[src/rtl/sha_digest_pkg.sv]
// sha_digest_pkg -- shared definitions for the SHA digest accumulator.
//   - Initial hash values for SHA-224, SHA-256, SHA-384 and SHA-512,
//     packed with H0 in the MSBs.
//   - Accumulator state enum.
//   - Legal word-width check, used at elaboration time by the top.
package sha_digest_pkg;

  localparam logic [255:0] SHA256_IV = {
    32'h6a09e667, 32'hbb67ae85, 32'h3c6ef372, 32'ha54ff53a,
    32'h510e527f, 32'h9b05688c, 32'h1f83d9ab, 32'h5be0cd19
  };

  localparam logic [255:0] SHA224_IV = {
    32'hc1059ed8, 32'h367cd507, 32'h3070dd17, 32'hf70e5939,
    32'hffc00b31, 32'h68581511, 32'h64f98fa7, 32'hbefa4fa4
  };

  localparam logic [511:0] SHA512_IV = {
    64'h6a09e667f3bcc908, 64'hbb67ae8584caa73b,
    64'h3c6ef372fe94f82b, 64'ha54ff53a5f1d36f1,
    64'h510e527fade682d1, 64'h9b05688c2b3e6c1f,
    64'h1f83d9abfb41bd6b, 64'h5be0cd19137e2179
  };

  localparam logic [511:0] SHA384_IV = {
    64'hcbbb9d5dc1059ed8, 64'h629a292a367cd507,
    64'h9159015a3070dd17, 64'h152fecd8f70e5939,
    64'h67332667ffc00b31, 64'h8eb44a8768581511,
    64'hdb0c2e0d64f98fa7, 64'h47b5481dbefa4fa4
  };

  typedef enum logic [0:0] {
    ST_IDLE = 1'b0,
    ST_OUT  = 1'b1
  } acc_state_e;

  // Only the SHA-256 family (32-bit) and SHA-512 family (64-bit) word sizes exist.
  function automatic bit word_w_legal(input int unsigned w);
    return (w == 32'd32) || (w == 32'd64);
  endfunction

endpackage

[src/rtl/sha_lane_add.sv]
// sha_lane_add -- eight independent modulo-2^WORD_W adders, purely combinational.
// Ports:
//   base   in  8*WORD_W  chaining value H0..H7 (H0 in the MSBs)
//   addend in  8*WORD_W  working variables a..h (a in the MSBs)
//   sum    out 8*WORD_W  lane-wise base+addend, carries dropped per lane
module sha_lane_add #(
  parameter int WORD_W = 32
) (
  input  logic [8*WORD_W-1:0] base,
  input  logic [8*WORD_W-1:0] addend,
  output logic [8*WORD_W-1:0] sum
);

  for (genvar i = 0; i < 8; i++) begin : g_lane
    // Each lane is its own WORD_W-bit add, so no carry crosses lanes.
    assign sum[i*WORD_W +: WORD_W] = base[i*WORD_W +: WORD_W] + addend[i*WORD_W +: WORD_W];
  end

endmodule

[src/rtl/sha_digest_acc.sv]
// sha_digest_acc -- folds compressed working variables into the running SHA
// chaining value and presents the final digest with a valid/ready handshake.
// Optional feature macro: SHA_DIGEST_TRUNC_EN (adds the trunc port, selecting
// the SHA-224/SHA-384 IV and zeroing the truncated digest words).
// Ports:
//   clk, rst        clock, synchronous active-high reset
//   in_valid/ready  block handshake (in_ready is 1 only in IDLE)
//   in_first/last   message framing flags, qualified by in_valid
//   in_words        working variables a..h, a in the MSBs
//   digest_valid/ready  digest handshake
//   digest          H0..H7 (H0 in the MSBs), zero unless digest_valid
//   blk_cnt         saturating count of blocks in the current message
//   trunc           (macro only) truncated-variant select, sampled with in_first
module sha_digest_acc
  import sha_digest_pkg::*;
#(
  parameter int WORD_W = 32,
  parameter int CNT_W  = 16
) (
`ifdef SHA_DIGEST_TRUNC_EN
  input  logic                trunc,
`endif
  input  logic                clk,
  input  logic                rst,
  input  logic                in_valid,
  output logic                in_ready,
  input  logic                in_first,
  input  logic                in_last,
  input  logic [8*WORD_W-1:0] in_words,
  output logic                digest_valid,
  input  logic                digest_ready,
  output logic [8*WORD_W-1:0] digest,
  output logic [CNT_W-1:0]    blk_cnt
);

  localparam int DW = 8 * WORD_W;

  if (!word_w_legal(WORD_W)) begin : g_bad_word_w
    $error("sha_digest_acc: WORD_W must be 32 or 64");
  end

  logic [DW-1:0] iv_full;
  logic [DW-1:0] iv_trunc;

  if (WORD_W == 64) begin : g_iv64
    assign iv_full  = SHA512_IV[DW-1:0];
    assign iv_trunc = SHA384_IV[DW-1:0];
  end else begin : g_iv32
    assign iv_full  = SHA256_IV[DW-1:0];
    assign iv_trunc = SHA224_IV[DW-1:0];
  end

  acc_state_e       state;
  logic [DW-1:0]    h;
  logic             open;
  logic             trunc_mode;
  logic             trunc_sel;
  logic             accept;
  logic [DW-1:0]    base;
  logic [DW-1:0]    sum;
  logic [DW-1:0]    masked;
  logic [CNT_W-1:0] cnt_next;

  // trunc only matters when a block starts a message; otherwise the
  // variant chosen at the start of the open message is kept.
`ifdef SHA_DIGEST_TRUNC_EN
  assign trunc_sel = in_first ? trunc : trunc_mode;
`else
  assign trunc_sel = 1'b0;
`endif

  assign accept = (state == ST_IDLE) && in_valid && in_ready;

  // Chain base: a fresh IV when starting (explicitly or with no open message).
  always_comb begin
    base = h;
    if (in_first || !open) begin
      if (trunc_sel) begin
        base = iv_trunc;
      end else begin
        base = iv_full;
      end
    end else begin
      base = h;
    end
  end

  sha_lane_add #(.WORD_W(WORD_W)) u_lane_add (
    .base   (base),
    .addend (in_words),
    .sum    (sum)
  );

  // Block count for the accepted block: restarts at 1, saturates at all-ones.
  always_comb begin
    cnt_next = blk_cnt;
    if (in_first || !open) begin
      cnt_next = CNT_W'(1);
    end else if (blk_cnt == {CNT_W{1'b1}}) begin
      cnt_next = blk_cnt;
    end else begin
      cnt_next = blk_cnt + CNT_W'(1);
    end
  end

  // Truncated variants drop the low word(s): H7 for SHA-224, H6..H7 for SHA-384.
  always_comb begin
    masked = sum;
    if (trunc_sel) begin
      if (WORD_W == 64) begin
        masked[2*WORD_W-1:0] = {(2*WORD_W){1'b0}};
      end else begin
        masked[WORD_W-1:0] = {WORD_W{1'b0}};
      end
    end else begin
      masked = sum;
    end
  end

  // Accumulator FSM; all outputs are registered here.
  always_ff @(posedge clk) begin
    if (rst) begin
      state        <= ST_IDLE;
      h            <= iv_full;
      open         <= 1'b0;
      trunc_mode   <= 1'b0;
      blk_cnt      <= {CNT_W{1'b0}};
      digest_valid <= 1'b0;
      digest       <= {DW{1'b0}};
      in_ready     <= 1'b0;
    end else begin
      case (state)
        ST_IDLE: begin
          in_ready <= 1'b1;
          if (accept) begin
            h          <= sum;
            open       <= 1'b1;
            trunc_mode <= trunc_sel;
            blk_cnt    <= cnt_next;
            if (in_last) begin
              state        <= ST_OUT;
              in_ready     <= 1'b0;
              digest_valid <= 1'b1;
              digest       <= masked;
            end
          end
        end
        ST_OUT: begin
          // Digest and count hold until the consumer takes the digest.
          if (digest_ready) begin
            state        <= ST_IDLE;
            in_ready     <= 1'b1;
            digest_valid <= 1'b0;
            digest       <= {DW{1'b0}};
            h            <= iv_full;
            open         <= 1'b0;
            trunc_mode   <= 1'b0;
            blk_cnt      <= {CNT_W{1'b0}};
          end
        end
        default: begin
          state        <= ST_IDLE;
          in_ready     <= 1'b0;
          digest_valid <= 1'b0;
          digest       <= {DW{1'b0}};
          h            <= iv_full;
          open         <= 1'b0;
          trunc_mode   <= 1'b0;
          blk_cnt      <= {CNT_W{1'b0}};
        end
      endcase
    end
  end

endmodule

[config.mk]
export PLATFORM = sky130hd
export DESIGN_NAME = sha_digest_acc
export DESIGN_NICKNAME = d
export VERILOG_FILES = /design/src/rtl/sha_digest_pkg.sv /design/src/rtl/sha_lane_add.sv /design/src/rtl/sha_digest_acc.sv
export SDC_FILE = /design/constraint.sdc
export NUM_CORES = 2
export LEC_CHECK = 0
export ABC_CLOCK_PERIOD_IN_PS = 9600
export CORE_MARGIN = 2
export CORE_UTILIZATION = 45
export DETAILED_ROUTE_END_ITERATION = 12
export DONT_BUFFER_PORTS = 1
export GPL_TIMING_DRIVEN = 0
export RECOVER_POWER = 25
export SYNTH_ARGS = -nofsm -noshare
export SYNTH_HDL_FRONTEND = slang
export SYNTH_SLANG_ARGS = --single-unit
[constraint.sdc]
create_clock -name clk -period 9.6 [get_ports clk]
set_input_delay 2.4 -clock clk [delete_from_list [all_inputs] [get_ports clk]]
set_output_delay 2.4 -clock clk [all_outputs]
set_load 0.01 [all_outputs]
### Yosys cells after proc, flatten, opt, wreduce, memory -nomap -nowiden

Cells that the tools add are included.

* word-level logic and storage cells: 56
* output and inout port bits: 274
* register bits after elaboration: 532
* bits of input ports: 262

* bitwise operators: 1
* eq/ne operators: 5
* reduce and logical (&&, ||, !) cells: 7
* multiplexer cells: 27
* add/subtract/negate cells: 9

Operators with widths (count)
* two-way mux 256 bit: 6
* case mux 256 bit (2 select lines): 2
* adder 32 bit: 8
* two-way mux 16 bit: 4
* case mux 16 bit (2 select lines): 1
* adder 16 x 1 -> 16 bit (second input constant): 1
* == test 16 bit (second input constant): 1
* two-way mux 1 bit: 10
* case mux 1 bit (2 select lines): 4
* != test 2 bit (second input constant): 3
* AND reduction 3 bit: 2
* != test 3 bit (second input constant): 1
* logical AND 1 bit: 2
* AND reduction 2 bit: 1
* zero test 1 bit: 1
* logical OR 1 bit: 1
* inverter 1 bit: 1

### Longest topological paths before layout

* word-level depth: 7
* gate-level depth with buffers: 19
* gate-level depth less buffers: 16

### Modules after synthesis

A second synthesis with hierarchy kept.

* cells, all modules: 4132
* area, all modules: 32925.3 um2

By module, submodules not included
* sha_digest_acc: cells an instance 2414, instances 1, seq. area each 10650.2 um2, area each 20604.8 um2
* sha_lane_add: cells an instance 1718, instances 1, seq. area each 0.0 um2, area each 12320.6 um2

### Worst setup path after synthesis

No wires, ideal clock.

* kind: input port to flip-flop
* from: input in_first
* to: register digest[62]
* data arrival time: 6235 ps
* setup slack: 3249 ps
* data required time: 9483 ps
* setup time: 117 ps
* cell stages on the path: 18
* cells stage by stage: nor2b_1 clkbuf_1 clkbuf_1 clkbuf_1 nand2b_1 ha_1 fa_1 a211oi_1 o21ai_0 nand3_1 and4_1 o31ai_1 and3_1 o21a_1 or4_1 a31oi_1 xnor2_1 a22o_1

* cells in the longest elaborated chain, start to end: 6

Ends and longest elaborated chain
* start, declared: RTL line sha_digest_acc.sv:27 `input logic in_first,`
* logical OR 1 bit: RTL line sha_digest_acc.sv:77 `if (in_first || !open) begin`
* two-way mux 256 bit: RTL line sha_digest_acc.sv:77
* adder 32 bit: RTL line sha_lane_add.sv:16 `assign sum[i*WORD_W +: WORD_W] = base[i*WORD_W +: WORD_W] + addend[i*WORD_W +: WORD_W];`
* two-way mux 256 bit: RTL line sha_digest_acc.sv:140 `if (in_last) begin`
* two-way mux 256 bit: RTL line sha_digest_acc.sv:135 `if (accept) begin`
* case mux 256 bit (2 select lines): RTL line sha_digest_acc.sv:132 `case (state)`
* end signal, assigned: RTL line sha_digest_acc.sv:129 `digest <= {DW{1'b0}};`
* end signal, assigned: RTL line sha_digest_acc.sv:144 `digest <= masked;`
* end signal, assigned: RTL line sha_digest_acc.sv:154 `digest <= {DW{1'b0}};`
* end, declared: RTL line sha_digest_acc.sv:32 `output logic [8*WORD_W-1:0] digest,`

No other way between the ends. The select of a mux whose other input is x is not followed.
A chain may end at the register's enable or synchronous reset.

### Final worst setup path

* from: input in_first
* to: register h[248]

* cells in the longest elaborated chain, start to end: 5

Ends and longest elaborated chain
* logical OR 1 bit: RTL line sha_digest_acc.sv:77
* two-way mux 256 bit: RTL line sha_digest_acc.sv:77
* adder 32 bit: RTL line sha_lane_add.sv:16
* two-way mux 256 bit: RTL line sha_digest_acc.sv:135
* case mux 256 bit (2 select lines): RTL line sha_digest_acc.sv:132
* end signal, assigned: RTL line sha_digest_acc.sv:124 `h <= iv_full;`
* end signal, assigned: RTL line sha_digest_acc.sv:136 `h <= sum;`
* end signal, assigned: RTL line sha_digest_acc.sv:155 `h <= iv_full;`
* end, declared: RTL line sha_digest_acc.sv:54 `logic [DW-1:0] h;`

No other way between the ends. The select of a mux whose other input is x is not followed.

==> results by group <==
Synth
  • Synth top area cells: dfxtp_1 33%, ha_1 11%, a21oi_1 6.3%, nand2_1 4.6%, a22o_1 4.2%
  • Largest area contributor in the netlist: dfxtp_1
  • Flops & latches, synth: around 530
  • Mapped Cells: 3893
  • Async set or reset register ratio after synthesis: 0%
  • Most common flop cell mapped by yosys: dfxtp_1
  • Count of cell types in the netlist: 72
  • Number of synthesized flops with an enable pin: 0
  • Mapped cell area: 0.0318 mm²
  • Synth Area per Inst: just over 8 µm²
  • Synth warn: 0
  • Top-area cell type share of the netlist area: roughly 33%
  • Sequential share of the synthesized area: 33.5%
  • Synthesized Nets: 4430

Floorplanning
  • Die ar.: 0.0728 mm²
  • Die W: 270 µm
  • FP Rows: 97
  • Starting Density: 45.4%
  • I/O Pins: about 540
  • Die height: 270 µm
  • Core area: 0.0700 mm²

Detailed routing
  • Routed wire per std cell: 26.1 µm
  • DRT Wirelength: 129000 µm
  • Vias: ~29000
  • # DRC: 0
  • Final antenna-violating net count: 0
  • DRT iter0 DRCs: ~2300
  • First-pass detailed-route iteration total: 7
  • Via density: 5.94

STA
  • Final count of hold timing violations: 0
  • RSZ-0062 raised after global routing: false
  • Final slew viol count: 10
  • Slew headroom: -0.0965%
  • Fin crit share: a little over four fifths
  • Max Fclk: 124 MHz
  • Setup ws final: 1.56 ns
  • # setup viols final: 0
  • Worst Tran Pin Value: 1.50 ns
  • Final min period: 8.04 ns
  • Sum Neg Setup Slack: 0 ns
  • Clock skew: 0.0202 ns

Place
  • PortBufs: 0
  • Dpl ws: approximately 1 ns
  • Post-DP HPWL: 98900 µm
  • Dpl cells: 4834
  • GP Congestion: 0.951

Worst hold path
  • Hold Crit Class: register to register

Power and ir drop
  • Leakage: 13.9 nW
  • VDD IR-drop max: 139 µV
  • Pwr per Cell Area: 167 mW/mm²

Final layout
  • Fraction of layout cells with a size suffix above 1: between 3 and 4%
  • Final Util: 50.1%
  • Synth-to-layout area growth: 10.3%
  • Final #Nets: around 4500
  • Final cell count without fillers: 4964

Clocking
  • Clk_lat worst skew: 0.65 ns
  • CTS tree: done
  • Hold-fix buffers, CTS: 0
  • CTS H-tree depth: 2
  • Setup Fix Bufs, Post-CTS: 0
  • Clk sinks: 532
  • CTS buffer count: 60
  • CTS root buf: clkbuf_16
  • Post-CTS sizing: 0
  • Clock slew at reported path FFs: 0.06 ns
  • Clock Tree Buf Depth: 3

Worst setup path
  • Critical Path End Type: register
  • WS Path Type: input port to register
  • Reg2Reg Setup Slack: 2.91 ns
  • CP max FO: 10
  • Crit path arrival time: between 8 and 9 ns
  • WP data required: 10.09 ns
  • CP Launch Type: input port

Run
  • Max-cap violations: 1

Global routing
  • Largest net degree at the start of global routing: 16
  • Vias in the first global route: around 28000
  • Initial antenna violation count: 24
  • GRT overflow: 0
  • First-pass GRT wire length: between 150000 and 200000 µm
  • GRT Util Overall: around a third

Outcome
  • Outcome: finished with violations
  • Failing checks: capacitance limit, slew limit
per-stage QoR:
step	power (mW)	hold slack [ns]	cell area, µm²
after floorplan	3.14	0.417	31800
after global placement	3.46	0.426	33000
after detailed placement	3.47	0.436	33000
after CTS	5.86	0.447	35000
after global routing	6.06	0.459	35100
final	5.85	0.446	35100
Yosys cell counts (all sizes together) (13+ instances only):
library cell  instances
dfxtp               532
a21oi               402
nand2               392
nor2                318
ha                  267
clkbuf              217
o21ai               158
nand2b              155
a22o                151
xnor2               137
and2                128
a21o                120
nor3                118
xor2                 98
nand3                97
o21bai               67
a31oi                62
o22a                 57
inv                  55
or2                  36
nand4                33
a211oi               30
nor2b                30
o21a                 30
and3                 18
buf                  18
a41oi                14
a22oi                13
or3                  13
layout make-up:
type	instances	area (µm²)
Tap cell	940	1180
Clock inverter	26	305
Buffer	235	887
Inverter	55	206
Antenna cell	17	42.5
Clock buffer	87	1730
Multi-Input combinational cell	3071	20100
Timing Repair Buffer	1	11.3
Fill cell	7098	34900
Sequential cell	532	10700
critical path, stage by stage:
cell       delay, ns
nor2b_1         0.33
clkbuf_1        0.91
clkbuf_1        0.39
clkbuf_1        0.91
nand2b_1        0.13
ha_1            0.26
inv_1           0.08
fa_1            0.22
nor2b_1         0.08
o31ai_1         0.25
a21oi_1         0.15
a2111oi_1       0.54
nor2_1          0.20
a31oi_1         0.32
o21ai_1         0.15
a21o_1          0.23
a311oi_2        0.65
xor2_1          0.20
o21ai_1         0.08
cell usage in the layout (no fill, tap or decap), drive strengths merged, types with 137 or more instances in the layout:
cell	count
dfxtp	532
a22o	151
nand2	392
nand2b	155
nor2	318
ha	267
clkbuf	304
a21oi	402
xnor2	137
o21ai	158
layer usage:
layer,routed length [µm],share of wire [%],track usage [%]
met1,52200,40,41.5
met5,97,0.075,0
met3,12800,9.9,11.1
met2,59400,46,56.3
met4,4960,3.8,13.1
where the power goes:
group          switching [mW]  internal (mW)
clock network            1.00           1.41
logic                   0.651          0.360
registers               0.105           2.33
total                    1.76           4.10
sequential cells by signal, indices dropped and copies added, names as in the netlist:
register      cells
h               256
blk_cnt          16
in_ready          1
digest_valid      1
open              1
state             1
digest          256
cells by family after synthesis:
group | after synthesis | share of synthesized area (%)
xor gates and xnor gates | 235 | 6.47
muxes | 2 | 0.0629
AOI/OAI and AO/OA | 1194 | 25.0
and+or+nand+nor | 1365 | 20.6
buffers and inverters | 290 | 3.43
DFF | 532 | 33.5
adders and majority gates | 275 | 11.0
final timing paths:
kind | from | end | cells past startpoint
worst min-delay path | h[107] | h[107] | 2
worst min register to register | h[107] | h[107] | 2
worst max register to register | open | h[248] | 19
worst max-delay path | in_first | h[248] | 19
No activity file was read; power rests on OpenSTA's default activity.
